## config.mk

```make
export PLATFORM = sky130hd
export DESIGN_NAME = accumulate_flat
export DESIGN_NICKNAME = d
export VERILOG_FILES = /design/src/rtl/accumulate_if.sv /design/src/rtl/accumulate.sv /design/src/flat_wrapper.sv
export SDC_FILE = /design/constraint.sdc
export NUM_CORES = 1
export LEC_CHECK = 0
export BUFFER_PORTS_ARGS = -buffer_cell sky130_fd_sc_hd__buf_2
export CAP_MARGIN = 20
export CORE_AREA = 2 2 58 60
export DETAILED_ROUTE_END_ITERATION = 10
export DIE_AREA = 0 0 60 62
export MAX_ROUTING_LAYER = met4
export PLACE_DENSITY_LB_ADDON = 0.15
export SKIP_LAST_GASP = 1
export SYNTH_ARGS = -nofsm -noshare
export SYNTH_HDL_FRONTEND = slang
export SYNTH_SLANG_ARGS = --single-unit
export TNS_END_PERCENT = 20
```

## constraint.sdc

```tcl
create_clock -name clk -period 2.8 [get_ports clk]
set_input_delay 0.56 -clock clk [delete_from_list [all_inputs] [get_ports clk]]
set_output_delay 0.56 -clock clk [all_outputs]
set_load 0.1 [all_outputs]
```

## src/rtl/accumulate_if.sv

```systemverilog
// rtl/accumulate_if.sv - sample input and frame-total output streams of the accumulator
interface accumulate_if #(
  parameter int W = 9,
  parameter int N = 4
);
  localparam int OW = W + $clog2(N);

  logic                 in_valid;
  logic                 in_ready;
  logic signed [W-1:0]  in_data;
  logic                 out_valid;
  logic                 out_ready;
  logic signed [OW-1:0] out_data;

  modport master (
    output in_valid, in_data, out_ready,
    input  in_ready, out_valid, out_data
  );

  modport slave (
    input  in_valid, in_data, out_ready,
    output in_ready, out_valid, out_data
  );
endinterface

```

## src/rtl/accumulate.sv

```systemverilog
// rtl/accumulate.sv - sums N accepted signed samples into one registered frame total
module accumulate #(
  parameter int W = 9,
  parameter int N = 4
) (
  input  logic clk,
  input  logic rst,
  input  logic clr,
  accumulate_if.slave bus
);
  localparam int OW = W + $clog2(N);
  localparam int CW = (N > 1) ? $clog2(N) : 1;
  localparam logic [CW-1:0] LAST = CW'(N - 1);

  typedef enum logic {ACC, HOLD} state_t;

  state_t               state_q, state_d;
  logic signed [OW-1:0] acc_q, acc_d;
  logic [CW-1:0]        cnt_q, cnt_d;
  logic                 out_valid_q, out_valid_d;
  logic signed [OW-1:0] out_data_q, out_data_d;
  logic signed [OW-1:0] sum;
  logic                 accept;

  assign bus.in_ready  = (state_q == ACC) && !clr && !rst;
  assign bus.out_valid = out_valid_q;
  assign bus.out_data  = out_data_q;

  assign accept = bus.in_valid && bus.in_ready;
  assign sum    = acc_q + OW'(signed'(bus.in_data));

  always_comb begin
    state_d     = state_q;
    acc_d       = acc_q;
    cnt_d       = cnt_q;
    out_valid_d = out_valid_q;
    out_data_d  = out_data_q;
    case (state_q)
      ACC: begin
        if (clr) begin
          acc_d = '0;
          cnt_d = '0;
        end else if (accept) begin
          if (cnt_q == LAST) begin
            out_data_d  = sum;
            out_valid_d = 1'b1;
            acc_d       = '0;
            cnt_d       = '0;
            state_d     = HOLD;
          end else begin
            acc_d = sum;
            cnt_d = cnt_q + 1'b1;
          end
        end
      end
      HOLD: begin
        // clr is deliberately ignored here so a pending total is never dropped
        if (bus.out_ready) begin
          out_valid_d = 1'b0;
          state_d     = ACC;
        end
      end
      default: state_d = ACC;
    endcase
  end

  always_ff @(posedge clk) begin
    if (rst) begin
      state_q     <= ACC;
      acc_q       <= '0;
      cnt_q       <= '0;
      out_valid_q <= 1'b0;
      out_data_q  <= '0;
    end else begin
      state_q     <= state_d;
      acc_q       <= acc_d;
      cnt_q       <= cnt_d;
      out_valid_q <= out_valid_d;
      out_data_q  <= out_data_d;
    end
  end
endmodule

```

## src/flat_wrapper.sv

```systemverilog
// flat-port wrapper written by rule: the top's interface ports become plain ports
module accumulate_flat 
#(
  parameter int W = 9,
  parameter int N = 4
)
  (clk, rst, clr, bus_in_valid, bus_in_data, bus_out_ready, bus_in_ready, bus_out_valid, bus_out_data);
  accumulate_if #(.W(W), .N(N)) bus_i ();
  input  logic clk;
  input  logic rst;
  input  logic clr;
  input wire logic [$bits(bus_i.in_valid)-1:0] bus_in_valid;
  input wire logic [$bits(bus_i.in_data)-1:0] bus_in_data;
  input wire logic [$bits(bus_i.out_ready)-1:0] bus_out_ready;
  output wire logic [$bits(bus_i.in_ready)-1:0] bus_in_ready;
  output wire logic [$bits(bus_i.out_valid)-1:0] bus_out_valid;
  output wire logic [$bits(bus_i.out_data)-1:0] bus_out_data;
  assign bus_i.in_valid = bus_in_valid;
  assign bus_i.in_data = bus_in_data;
  assign bus_i.out_ready = bus_out_ready;
  assign bus_in_ready = bus_i.in_ready;
  assign bus_out_valid = bus_i.out_valid;
  assign bus_out_data = bus_i.out_data;
  accumulate #(.W(W), .N(N)) u_core (.clk(clk), .rst(rst), .clr(clr), .bus(bus_i));
endmodule
```

# Word level (Yosys, flattened, before mapping)
# Cells that the tools add are included.
[totals]
regBits = 26
in_bits = 14
output_inout_bits = 13
elab_cells = 39
[classes]
add_sub_neg = 2
eq_ne = 5
muxes = 16
bitwise = 2
n_reduce_logical = 9
[op_table]
columns = ["cell", "count"]
rows = [
  ["$mux 11", 3],
  ["$add 11x9->11", 1],
  ["$mux 1", 8],
  ["$reduce_and 4->1", 2],
  ["$mux 2", 3],
  ["$ne 2x2->1 const B", 3],
  ["$pmux 1 s2", 2],
  ["$logic_and 1x1->1", 3],
  ["$add 2x1->2 const B", 1],
  ["$eq 2x2->1 const B", 1],
  ["$logic_not 1->1", 2],
  ["$ne 2x1->1 const B", 1],
  ["$not 1->1", 2],
  ["$reduce_and 2->1", 1],
  ["$reduce_bool 2->1", 1],
]

# Depth between registers and ports, before layout
[logic_depth]
word_depth = 7
mapped_depth = 7
depth_no_buf = 7

# Least setup slack after synthesis
# No wires, ideal clock.
[synth_timing]
path_type = "input port to output port"
startpoint = "input clr"
endpoint = "output bus_in_ready"
t_arrival_ns = 2.834
t_required_ns = 2.240
path_slack_ns = -0.594
path_stages = 2
n_path_buf = 1
path_cell_list = "clkbuf_1 > nor3_1"
[synth_via]
elab_chain_len = 3
[synth_lines]
columns = ["item", "line_no", "text"]
rows = [
  ["from (decl)", "flat_wrapper.sv:11", "input logic clr;"],
  ["$logic_not 1->1", "accumulate.sv:25", "assign bus.in_ready = (state_q == ACC) && !clr && !rst;"],
  ["$logic_and 1x1->1 (2 in series)", "accumulate.sv:25", ""],
  ["to (decl)", "flat_wrapper.sv:15", "output wire logic [$bits(bus_i.in_ready)-1:0] bus_in_ready;"],
]
# No other way between the ends.

# Worst setup path in the final report
[layout_timing]
startpoint = "input bus_in_data[0]"
endpoint = "register u_core.acc_q[10]"
[layout_via]
elab_chain_len = 4
[layout_lines]
columns = ["item", "line_no", "text"]
rows = [
  ["from (decl)", "flat_wrapper.sv:13", "input wire logic [$bits(bus_i.in_data)-1:0] bus_in_data;"],
  ["$add 11x9->11", "accumulate.sv:30", "assign sum = acc_q + OW'(signed'(bus.in_data));"],
  ["$mux 11", "accumulate.sv:44", "if (cnt_q == LAST) begin"],
  ["$mux 11", "accumulate.sv:43", "end else if (accept) begin"],
  ["$mux 11", "accumulate.sv:40", "if (clr) begin"],
  ["to (signal assigned)", "accumulate.sv:70", "acc_q <= '0;"],
  ["to (signal assigned)", "accumulate.sv:76", "acc_q <= acc_d;"],
  ["to (decl)", "accumulate.sv:18", "logic signed [OW-1:0] acc_q, acc_d;"],
]
# No other way between the ends. The select of a mux whose other input is x is not followed.
# A chain may end at the register's enable or synchronous reset.

==> reports/results.tsv <==
stage	metric	value	unit
clocking	post_cts_buffers	0	
critical_path	r2r_setup_slack	610	ps
critical_path	cp_top_family	compound AO/OA/AOI/OAI gates	
critical_path	critPathArrivalTime	2430	ps
clocking	cts_tree	done	
floorplan	die_h	62	um
timing	fin_setup_tns	0	ps
clocking	cts-root-buf	clkbuf_4	
floorplan	io_pins	27	
yosys	synthArstFlopShare	0	%
timing	layout_setup_ws	598.0	ps
placement	place_area	1640	um^2
yosys	ys.flop_type	dfxtp_1	
route	via_per_inst	5.537	
route	vias	1279	
yosys	netlist_area	1468	um^2
timing	relSlewSlack	55.41	%
timing	hold_ws	420.5	ps
min_path	hold_class	in -> reg	
final_layout	layout-drive-gt1-share	22.70	%
critical_path	worstPathCellList	buf_2 -> ha_1 -> fa_1 -> a21o_1 -> a221oi_4 -> a211oi_2 -> and4_1 -> a211o_1	
critical_path	crit_fanout	4	
yosys	yosys-top-cells-area	dfxtp_1 (35%), ha_1 (9.4%), a21oi_1 (5.5%)	
clocking	insertion_delay	310	ps
yosys	synthDominantCellAreaShare	35.46	%
power	p_leak	0.0007559	uW
timing	fin_worst_skew	2.879	ps
timing	rsz0062_at_grt	no	
route	drt_pre_antenna_iters	4	
timing	setup_viol	0	
clocking	ctsHoldBuffers	0	
global_routing	antenna_found_initial	0	
global_routing	grt_pass1_vias	1133	
final_layout	design_area	1663	um^2
route	route.detailed.drc	0	
yosys	yosysSeqAreaShare	35.46	%
yosys	synth.avg_cell_area	9.060	um^2
final_layout	multi_input_area	924.6	um^2
global_routing	grt_pass1_wl	5092	um
timing	worst_pin_slew	665.3	ps
floorplan	fp.coreArea	3179	um^2
final_layout	area_growth	13.30	%
yosys	netlist_instances	162	
yosys	ys_ff_latch	26	
global_routing	use_met3	1.449	%
route	routedWlPerCell	13.14	um
clocking	cts_num_sinks	26	
power	vdd_ir_drop_max	0.2116	mV
critical_path	required	3020	ps
floorplan	num_rows	21	
yosys	yosys.area.top_type	dfxtp_1	
final_layout	regArea	520.5	um^2
outcome	outcome	completed	
floorplan	die_w	60	um
yosys	syn-num-nets	188	
yosys	synth_edf_count	0	
final_layout	nNetsFinal	213	
global_routing	grt_max_degree	25	
critical_path	endpoint_kind	register	
placement	pre_cts_ws	264.7	ps
critical_path	crit_type	in -> reg	
global_routing	grtUsageMet2	28.88	%
critical_path	critPathSlowestCell	fa_1	
timing	fmax	454.1	MHz
floorplan	die-area	3720	um^2
yosys	synth_cell_types	50	
global_routing	grt_overflow_total	0	
clocking	cts_max_level	1	
clocking	postCtsResizedCells	0	
power	cellPowerDensity	461.5	nW/um^2
final_layout	fillCellCount	320	
final_layout	n_antenna_cell	0	
critical_path	worst_setup_path_start_kind	primary input	
global_routing	grt-busiest-layer	met2	
clocking	clk_path_buf_depth	2	
global_routing	met1_usage	25.03	%
floorplan	initial_core_util	46.16	%
critical_path	crit_path_max_incr_delay	420	ps
global_routing	grt_use_total	18.53	%
placement	dp_hpwl	2358	um
critical_path	crit_buf_inv	1	
placement	place.gp.congestion	0.8705	
clocking	numCtsBuffers	3	
route	initialDrtViolationCount	78	
timing	hold_viol	0	
placement	io_buffers	26	
job	cap_violations	0	
final_layout	fin_util	52.30	%
timing	drv_slew	0	
clocking	clkTransAtPathRegs	130	ps
timing	period_share	78.64	%
yosys	synth_common_cells	dfxtp_1 (26), a21oi_1 (16), nor2_1 (16)	
yosys	yosysMostFrequentCell	dfxtp_1	
route	postRouteAntennaNets	0	
yosys	synth_warnings	0	
route	routed_wl	3036	um
timing	min_period	2202	ps
==> worst reg2reg max path, stage by stage (launching register included) <==
cell and delay, ps:
dfxtp_1 350, ha_1 220, fa_1 420, a21o_1 230, a221oi_4 310, a211oi_2 150
and4_1 220, a211o_1 210
==> flip-flops by register name, indices dropped and copies added (netlist names) <==
register and count:
u_core.acc_q 11, u_core.bus.out_data 11, u_core.bus.out_valid 1, u_core.cnt_q 2, u_core.state_q 1
==> power by group <==
group	internal (uW)	total (uW)	switching [uW]
clock	50.3	157	107
combinational	91.9	210	118
sequential	388	400	11.8
==> stage by stage <==
step / power [uW] / instances
final: 767.4 / 231
after global placement: 612.9 / 228
after CTS: 775.2 / 231
after floorplan: 569.9 / 162
after detailed placement: 617.2 / 228
after global routing: 819.4 / 231
==> placed cells by master (no fill, tap or decap), types with 2 or more instances in the layout <==
cell type	instances
and3_1	2
nor2b_1	2
or3_1	2
a211oi_1	2
dfxtp_1	26
nor3b_1	3
nor3_2	2
clkbuf_4	3
a31o_2	2
o21ai_0	3
a22o_1	2
nor2_1	16
xor2_1	2
a21oi_1	16
ha_1	11
mux2i_1	2
o21a_1	2
a22oi_1	3
nand2_1	14
buf_2	26
nor4_1	2
nand2b_1	2
nor4b_1	2
nand3_1	2
xnor2_1	4
a21o_1	7
==> kinds of logic (layout without fill, tap and decap cells) <==
group	Yosys count	after routing	share of synthesized area, %
fa+ha+maj	12	12	10.74
compound gates	49	49	24.38
mux	2	2	1.364
simple gates	60	60	22.59
flops	26	26	35.46
xor+xnor	6	6	3.581
buf+inv	7	30	1.875
==> final cells by class <==
class / count / share of cell area (%)
flip-flops and latches: 26 / 31.30
multi-input cells: 129 / 55.61
well taps: 46 / 3.461
clock buffers: 3 / 1.354
repair buffers: 27 / 8.277
==> metal layers <==
layer	vias to the layer above	wire length (um)
li1	652	-
met1	601	1549
met2	22	1373
met3	4	70
met4	0	42
met5	-	0
==> path summary, 6_finish.rpt <==
| check | from | to | cells past startpoint |
|---|---|---|---|
| worst min-delay path | bus_out_ready | u_core.bus.out_valid | 2 |
| worst min register to register | u_core.bus.out_data[6] | u_core.bus.out_data[6] | 2 |
| worst max-delay path | bus_in_data[0] | u_core.acc_q[10] | 8 |
| worst max register to register | u_core.acc_q[0] | u_core.acc_q[10] | 7 |
Power figures use the tool's default switching activity.
